==> config.mk <==
export PLATFORM = sky130hd
export DESIGN_NAME = code_fetch_responder_flat
export DESIGN_NICKNAME = d
export VERILOG_FILES = /design/src/rtl/code_fetch_responder_if.sv /design/src/rtl/code_fetch_responder.sv /design/src/flat_wrapper.sv
export SDC_FILE = /design/constraint.sdc
export NUM_CORES = 1
export LEC_CHECK = 0
export ABC_AREA = 1
export BUFFER_PORTS_ARGS = -buffer_cell sky130_fd_sc_hd__buf_2
export CAP_MARGIN = 5
export CELL_PAD_IN_SITES_DETAIL_PLACEMENT = 1
export CELL_PAD_IN_SITES_GLOBAL_PLACEMENT = 1
export CORE_ASPECT_RATIO = 2
export CORE_MARGIN = 2
export CORE_UTILIZATION = 43
export DETAILED_ROUTE_END_ITERATION = 16
export GPL_TIMING_DRIVEN = 0
export PLACE_DENSITY_LB_ADDON = 0.1
export SLEW_MARGIN = 20
export SYNTH_ARGS = -nofsm -noshare
export SYNTH_HDL_FRONTEND = slang
export SYNTH_SLANG_ARGS = --single-unit
==> constraint.sdc <==
create_clock -name CLK -period 3 [get_ports CLK]
set_input_delay 0.15 -clock CLK [delete_from_list [all_inputs] [get_ports CLK]]
set_output_delay 0.15 -clock CLK [all_outputs]
set_load 0.1 [all_outputs]
==> src/rtl/code_fetch_responder_if.sv <==
// Bus bundle for the code fetch responder: prefetcher request/return side
// and memory read side. The slave modport is the responder itself; the
// master modport is everything around it (prefetcher plus memory).
interface code_fetch_responder_if;
    // Prefetcher request side
    logic        ACT;
    logic [36:0] OFFSET;
    logic [2:0]  TAGo;
    logic        NEXT;
    logic [36:0] LIMIT;
    logic        FLUSH;
    // Data return to the prefetcher
    logic        DRDY;
    logic [8:0]  TAGi;
    logic [63:0] DTi;
    // Memory read request
    logic        MACT;
    logic [33:0] MADDR;
    logic        MNEXT;
    // Memory read data (in order)
    logic        MDRDY;
    logic [63:0] MDAT;
    logic        MERR;

    modport master (
        output ACT, OFFSET, TAGo, LIMIT, FLUSH, MNEXT, MDRDY, MDAT, MERR,
        input  NEXT, DRDY, TAGi, DTi, MACT, MADDR
    );

    modport slave (
        input  ACT, OFFSET, TAGo, LIMIT, FLUSH, MNEXT, MDRDY, MDAT, MERR,
        output NEXT, DRDY, TAGi, DTi, MACT, MADDR
    );
endinterface

==> src/rtl/code_fetch_responder.sv <==
// Code fetch responder: queues line fetch requests from the prefetcher,
// checks them against the code segment limit, issues in-order memory reads
// and returns data (or a limit-fault line) to the prefetcher in request order.
// FLUSH empties the request queue and discards responses still in flight.
module code_fetch_responder #(
    parameter int QDEPTH = 8,
    parameter int MAXOUT = 4
) (
    input logic                   CLK,
    input logic                   RESET,
    code_fetch_responder_if.slave bus
);
    localparam int QW = (QDEPTH > 1) ? $clog2(QDEPTH) : 1;
    localparam int CW = $clog2(QDEPTH + 1);
    localparam int OW = $clog2(MAXOUT + 1);
    localparam int FW = (MAXOUT > 1) ? $clog2(MAXOUT) : 1;

    localparam logic [CW-1:0] Q_FULL = CW'(QDEPTH);
    localparam logic [QW-1:0] Q_LAST = QW'(QDEPTH - 1);
    localparam logic [OW-1:0] O_MAX  = OW'(MAXOUT);
    localparam logic [FW-1:0] F_LAST = FW'(MAXOUT - 1);

    function automatic logic [QW-1:0] q_inc(input logic [QW-1:0] p);
        return (p == Q_LAST) ? '0 : p + 1'b1;
    endfunction

    function automatic logic [FW-1:0] f_inc(input logic [FW-1:0] p);
        return (p == F_LAST) ? '0 : p + 1'b1;
    endfunction

    // Request queue: line address, last-of-page flag, limit fault flag
    logic [33:0]   q_addr [QDEPTH];
    logic          q_last [QDEPTH];
    logic          q_err  [QDEPTH];
    logic [QW-1:0] q_wr;
    logic [QW-1:0] q_rd;
    logic [CW-1:0] q_cnt;

    // In-flight FIFO holds the last-of-page flag of each issued read
    logic          f_last [MAXOUT];
    logic [FW-1:0] f_wr;
    logic [FW-1:0] f_rd;

    logic [OW-1:0] outstanding;
    logic [OW-1:0] drop_cnt;

    // Registered return stage
    logic          drdy_p1;
    logic [8:0]    tag_p1;
    logic [63:0]   dat_p1;

    logic q_empty;
    logic head_err;
    logic head_last;
    logic err_in;
    logic push;
    logic issue;
    logic local_pop;
    logic pop;
    logic mem_rsp;
    logic deliver;
    logic unused_tago;

    assign unused_tago = ^bus.TAGo[1:0];

    assign q_empty   = (q_cnt == '0);
    assign head_err  = q_err[q_rd];
    assign head_last = q_last[q_rd];
    assign err_in    = (bus.OFFSET >= bus.LIMIT);

    assign bus.NEXT  = RESET & bus.ACT & ~bus.FLUSH & (q_cnt < Q_FULL);
    assign push      = bus.ACT & bus.NEXT;

    assign bus.MACT  = RESET & ~q_empty & ~head_err & (outstanding < O_MAX) & ~bus.FLUSH;
    assign bus.MADDR = q_addr[q_rd];
    assign issue     = bus.MACT & bus.MNEXT;

    // A faulting head may only retire once every earlier read has returned,
    // otherwise its fault line would overtake real data.
    assign local_pop = RESET & ~q_empty & head_err & (outstanding == '0) & ~bus.MDRDY & ~bus.FLUSH;
    assign pop       = issue | local_pop;

    // MDRDY with nothing outstanding is a protocol error and is ignored
    assign mem_rsp   = bus.MDRDY & (outstanding != '0);
    assign deliver   = mem_rsp & (drop_cnt == '0);

    assign bus.DRDY  = drdy_p1;
    assign bus.TAGi  = tag_p1;
    assign bus.DTi   = dat_p1;

    // Request queue storage and pointers; FLUSH empties it at the edge
    always_ff @(posedge CLK or negedge RESET) begin
        if (!RESET) begin
            q_wr  <= '0;
            q_rd  <= '0;
            q_cnt <= '0;
            for (int i = 0; i < QDEPTH; i++) begin
                q_addr[i] <= '0;
                q_last[i] <= 1'b0;
                q_err[i]  <= 1'b0;
            end
        end else if (bus.FLUSH) begin
            q_rd  <= q_wr;
            q_cnt <= '0;
        end else begin
            if (push) begin
                q_addr[q_wr] <= bus.OFFSET[36:3];
                q_last[q_wr] <= bus.TAGo[2];
                q_err[q_wr]  <= err_in;
                q_wr         <= q_inc(q_wr);
            end
            if (pop) begin
                q_rd <= q_inc(q_rd);
            end
            if (push && !pop) begin
                q_cnt <= q_cnt + 1'b1;
            end else if (pop && !push) begin
                q_cnt <= q_cnt - 1'b1;
            end
        end
    end

    // In-flight FIFO: pushed on issue, popped on every accepted memory response
    always_ff @(posedge CLK or negedge RESET) begin
        if (!RESET) begin
            f_wr <= '0;
            f_rd <= '0;
            for (int i = 0; i < MAXOUT; i++) begin
                f_last[i] <= 1'b0;
            end
        end else begin
            if (issue) begin
                f_last[f_wr] <= head_last;
                f_wr         <= f_inc(f_wr);
            end
            if (mem_rsp) begin
                f_rd <= f_inc(f_rd);
            end
        end
    end

    // Outstanding-read counter and the count of responses still to discard
    always_ff @(posedge CLK or negedge RESET) begin
        if (!RESET) begin
            outstanding <= '0;
            drop_cnt    <= '0;
        end else begin
            if (issue && !mem_rsp) begin
                outstanding <= outstanding + 1'b1;
            end else if (mem_rsp && !issue) begin
                outstanding <= outstanding - 1'b1;
            end
            if (bus.FLUSH) begin
                drop_cnt <= mem_rsp ? (outstanding - 1'b1) : outstanding;
            end else if (mem_rsp && (drop_cnt != '0)) begin
                drop_cnt <= drop_cnt - 1'b1;
            end
        end
    end

    // Return stage: one-cycle DRDY pulse per line, tag/data held otherwise
    always_ff @(posedge CLK or negedge RESET) begin
        if (!RESET) begin
            drdy_p1 <= 1'b0;
            tag_p1  <= '0;
            dat_p1  <= '0;
        end else if (deliver) begin
            drdy_p1 <= 1'b1;
            tag_p1  <= {4'hA, bus.MERR, 1'b0, f_last[f_rd], 2'b00};
            dat_p1  <= bus.MDAT;
        end else if (local_pop) begin
            drdy_p1 <= 1'b1;
            tag_p1  <= {4'hA, 1'b1, 1'b0, head_last, 2'b00};
            dat_p1  <= '0;
        end else begin
            drdy_p1 <= 1'b0;
        end
    end
endmodule

==> src/flat_wrapper.sv <==
// flat-port wrapper written by rule: the top's interface ports become plain ports
module code_fetch_responder_flat 
#(
    parameter int QDEPTH = 8,
    parameter int MAXOUT = 4
)
  (CLK, RESET, bus_ACT, bus_OFFSET, bus_TAGo, bus_LIMIT, bus_FLUSH, bus_MNEXT, bus_MDRDY, bus_MDAT, bus_MERR, bus_NEXT, bus_DRDY, bus_TAGi, bus_DTi, bus_MACT, bus_MADDR);
  code_fetch_responder_if bus_i ();
  input logic CLK;
  input logic RESET;
  input wire logic [$bits(bus_i.ACT)-1:0] bus_ACT;
  input wire logic [$bits(bus_i.OFFSET)-1:0] bus_OFFSET;
  input wire logic [$bits(bus_i.TAGo)-1:0] bus_TAGo;
  input wire logic [$bits(bus_i.LIMIT)-1:0] bus_LIMIT;
  input wire logic [$bits(bus_i.FLUSH)-1:0] bus_FLUSH;
  input wire logic [$bits(bus_i.MNEXT)-1:0] bus_MNEXT;
  input wire logic [$bits(bus_i.MDRDY)-1:0] bus_MDRDY;
  input wire logic [$bits(bus_i.MDAT)-1:0] bus_MDAT;
  input wire logic [$bits(bus_i.MERR)-1:0] bus_MERR;
  output wire logic [$bits(bus_i.NEXT)-1:0] bus_NEXT;
  output wire logic [$bits(bus_i.DRDY)-1:0] bus_DRDY;
  output wire logic [$bits(bus_i.TAGi)-1:0] bus_TAGi;
  output wire logic [$bits(bus_i.DTi)-1:0] bus_DTi;
  output wire logic [$bits(bus_i.MACT)-1:0] bus_MACT;
  output wire logic [$bits(bus_i.MADDR)-1:0] bus_MADDR;
  assign bus_i.ACT = bus_ACT;
  assign bus_i.OFFSET = bus_OFFSET;
  assign bus_i.TAGo = bus_TAGo;
  assign bus_i.LIMIT = bus_LIMIT;
  assign bus_i.FLUSH = bus_FLUSH;
  assign bus_i.MNEXT = bus_MNEXT;
  assign bus_i.MDRDY = bus_MDRDY;
  assign bus_i.MDAT = bus_MDAT;
  assign bus_i.MERR = bus_MERR;
  assign bus_NEXT = bus_i.NEXT;
  assign bus_DRDY = bus_i.DRDY;
  assign bus_TAGi = bus_i.TAGi;
  assign bus_DTi = bus_i.DTi;
  assign bus_MACT = bus_i.MACT;
  assign bus_MADDR = bus_i.MADDR;
  code_fetch_responder #(.QDEPTH(QDEPTH), .MAXOUT(MAXOUT)) u_core (.CLK(CLK), .RESET(RESET), .bus(bus_i));
endmodule
==> qor.csv <==
stage,metric,value,unit
worst_hold_path,hp-class,primary input to flop,
logic_synthesis,synthTopCellsByArea,"dfrtp_1 (54%), o21ai_0 (12%), nand2_1 (8.0%)",
clock_network,postCtsSetupRepairBufs,0,
global_routing,grtUsageTotal,0.311,
sta,relSlewSlack,0.415,
worst_setup_path,crit_type,flop to output port,
global_routing,grt_pass1_wl,102000,um
clock_network,clkTransAtPathRegs,0.07,ns
sta,hold_viol,0,
clock_network,clockBufferDepth,3,
logic_synthesis,ys_seq_area_frac,0.538,
logic_synthesis,ys_async_sr_fraction,1.00,
logic_synthesis,synth_edf_count,0,
placement,place_hpwl,47600,um
floorplan,start_util,0.433,
sta,setup_viol,0,
power_and_ir_drop,power_density,1250,nW/um2
logic_synthesis,ys_ff_latch,380,
clock_network,clk_latency,0.54,ns
route,dr.pass1.iters,5,
logic_synthesis,syn_area,17700,um2
placement,port-buffer-count,250,
logic_synthesis,synth_top_area_share,0.538,
floorplan,pin_count,258,
worst_setup_path,start_kind,flop,
logic_synthesis,synth.most_common_cell,o21ai_0,
floorplan,die-area,42800,um2
global_routing,first_global_vias,17900,
cells_and_area,nets,2598,
sta,fmax,342,MHz
global_routing,use_met1,0.322,
route,drtIter0Drc,767,
clock_network,htree_num_levels,2,
power_and_ir_drop,ir_drop,0.000956,V
floorplan,core-area,40900,um2
global_routing,use_met3,0.0350,
clock_network,cts_root_buffer,clkbuf_16,
route,wl_per_cell,22.5,um
logic_synthesis,syn_inst,2028,
global_routing,antenna_found_initial,1,
global_routing,grt_max_degree,91,
floorplan,placement_rows,105,
logic_synthesis,synth_area_leader_cell,dfrtp_1,
floorplan,die_w,147,um
status,status,"complete, no violations",
clock_network,numCtsBuffers,38,
floorplan,die_height,291,um
power_and_ir_drop,p_leak,10.8,nW
sta,period_share,0.976,
cells_and_area,area_delta_synth_final,24.6,%
worst_setup_path,crit_path_end_kind,output port,
cells_and_area,instances_no_fill,2961,
sta,tightest_slew,0.878,ns
logic_synthesis,synthTopCellsByCount,"o21ai_0 (419), dfrtp_1 (380), nand2_1 (379)",
sta,fin_skew,0.0133,ns
sta,period_minus_slack,2.93,ns
logic_synthesis,synth.distinct_cells,44,
sta,whs,0.0197,ns
sta,rsz0062_at_grt,no,
flow_run,cap_violations,0,
placement,place_congestion,0.856,
logic_synthesis,avgSynthCellArea,8.72,um2
clock_network,clock_sinks,380,
worst_setup_path,arrival,2.78,ns
global_routing,grt_overflow,0,
placement,dp.cells,2821,
route,viasPerCell,5.52,
global_routing,grt.busiest_layer,met2,
worst_setup_path,required,2.85,ns
logic_synthesis,yosys_warnings,0,
cells_and_area,drive_gt1_frac,0.178,
route,final_antenna_net_count,0,
route,routed_wl,66500,um
route,drc_errors,0,
sta,slew_violations,0,
logic_synthesis,synthFlopType,dfrtp_1,
worst_setup_path,critPathMaxFanout,10,
power_and_ir_drop,design_power_total,27.6,mW
route,vias,16300,
clock_network,cts_tree,done,
global_routing,grt_use_met2,0.589,
## area by class of cell
class	count	area (um2)
plain buffers	131	669
flip-flops and latches	380	9510
repair buffers	324	2230
clock inverters	16	200
inverters	133	509
diodes	1	2.50
well taps	535	669
clock buffers	53	1140
multi-input cells	1388	7090
fillers	4851	18800
## state kept, by name, indices dropped and copies added (netlist names), 3 cells and up
signal,flops
u_core.bus.DTi,64
u_core.bus.TAGi,3
u_core.drop_cnt,3
u_core.f_last,4
u_core.outstanding,3
u_core.q_addr,272
u_core.q_cnt,4
u_core.q_err,8
u_core.q_last,8
u_core.q_rd,3
u_core.q_wr,3
## repair_timing
item	in CTS	in global routing
endpoints found under the setup margin	34	23
resized for setup	55	31
hold buffers	70	0
endpoints found under the hold margin	136	0
## per-layer routing
layer,wire (um),vias to the layer above
met2,36000,415
met5,0,-
met4,4690,0
li1,-,7504
met3,2270,168
met1,23500,8249
## cells by family after synthesis
family | after synthesis | synth area share
compound gates | 622 | 0.197
xor+xnor | 3 | 0.00149
fa+ha+maj | 54 | 0.0387
buf+inv | 264 | 0.0639
flops | 380 | 0.538
mux | 2 | 0.00113
other cells | 1 | 0.000212
simple gates | 702 | 0.160
## per-stage QoR
step,utilization,TNS [ns],worst slack [ns],area (um2)
after global placement,0.480,-4373.84,-6.21,19600
after detailed placement,0.483,-0.344,-0.126,19700
after floorplan,-,0,0.0796,17700
final,0.539,0,0.0729,22000
after CTS,0.537,0,0.000332,21900
after global routing,0.539,0,0.00476,22000
## worst max-delay path: stages (launching register included)
cell and delay [ns]:
dfrtp_1 0.44, buf_6 0.21, buf_2 0.27, clkbuf_2 0.34, nor2_1 0.09, o22ai_1 0.15, nor2_1 0.09, a31oi_1 0.27
buf_4 0.35
## path summary, 6_finish.rpt
kind | from | endpoint | slack (ns) | depth (start not counted)
setup / recovery | u_core.q_rd[0] | bus_MADDR[23] | 0.07 | 8
min in group asynchronous | RESET | u_core.q_rd[2] | 0.20 | 3
setup reg to reg | u_core.q_rd[1] | u_core.q_cnt[3] | 0.41 | 14
max in group asynchronous | RESET | u_core.q_addr[247] | 1.27 | 6
hold reg to reg | u_core.q_addr[221] | u_core.q_addr[221] | 0.48 | 2
hold / removal | bus_OFFSET[18] | u_core.q_addr[49] | 0.02 | 3
## where the power goes
group,leakage (nW),internal [mW],switching (mW)
logic,5.27,3.36,10.4
registers,4.92,7.35,1.30
clock network,0.659,3.02,2.14
total,10.8,13.7,13.8
## placed cells by master (no fill, tap or decap), types with 6 or more instances in the layout
cell / count
a21oi_1: 23
a22o_1: 64
a31oi_1: 29
a31oi_2: 6
buf_2: 240
buf_4: 28
buf_6: 22
clkbuf_1: 66
clkbuf_16: 41
clkbuf_2: 15
clkbuf_4: 10
clkbuf_8: 7
clkinv_2: 6
dfrtp_1: 380
dlygate4sd3_1: 69
ha_1: 53
inv_1: 120
inv_2: 10
nand2_1: 379
nand3_1: 12
nand4_1: 13
nor2_1: 267
nor2_2: 9
o21ai_0: 419
o21ai_1: 33
o22ai_1: 37
Power figures use the tool's default switching activity.
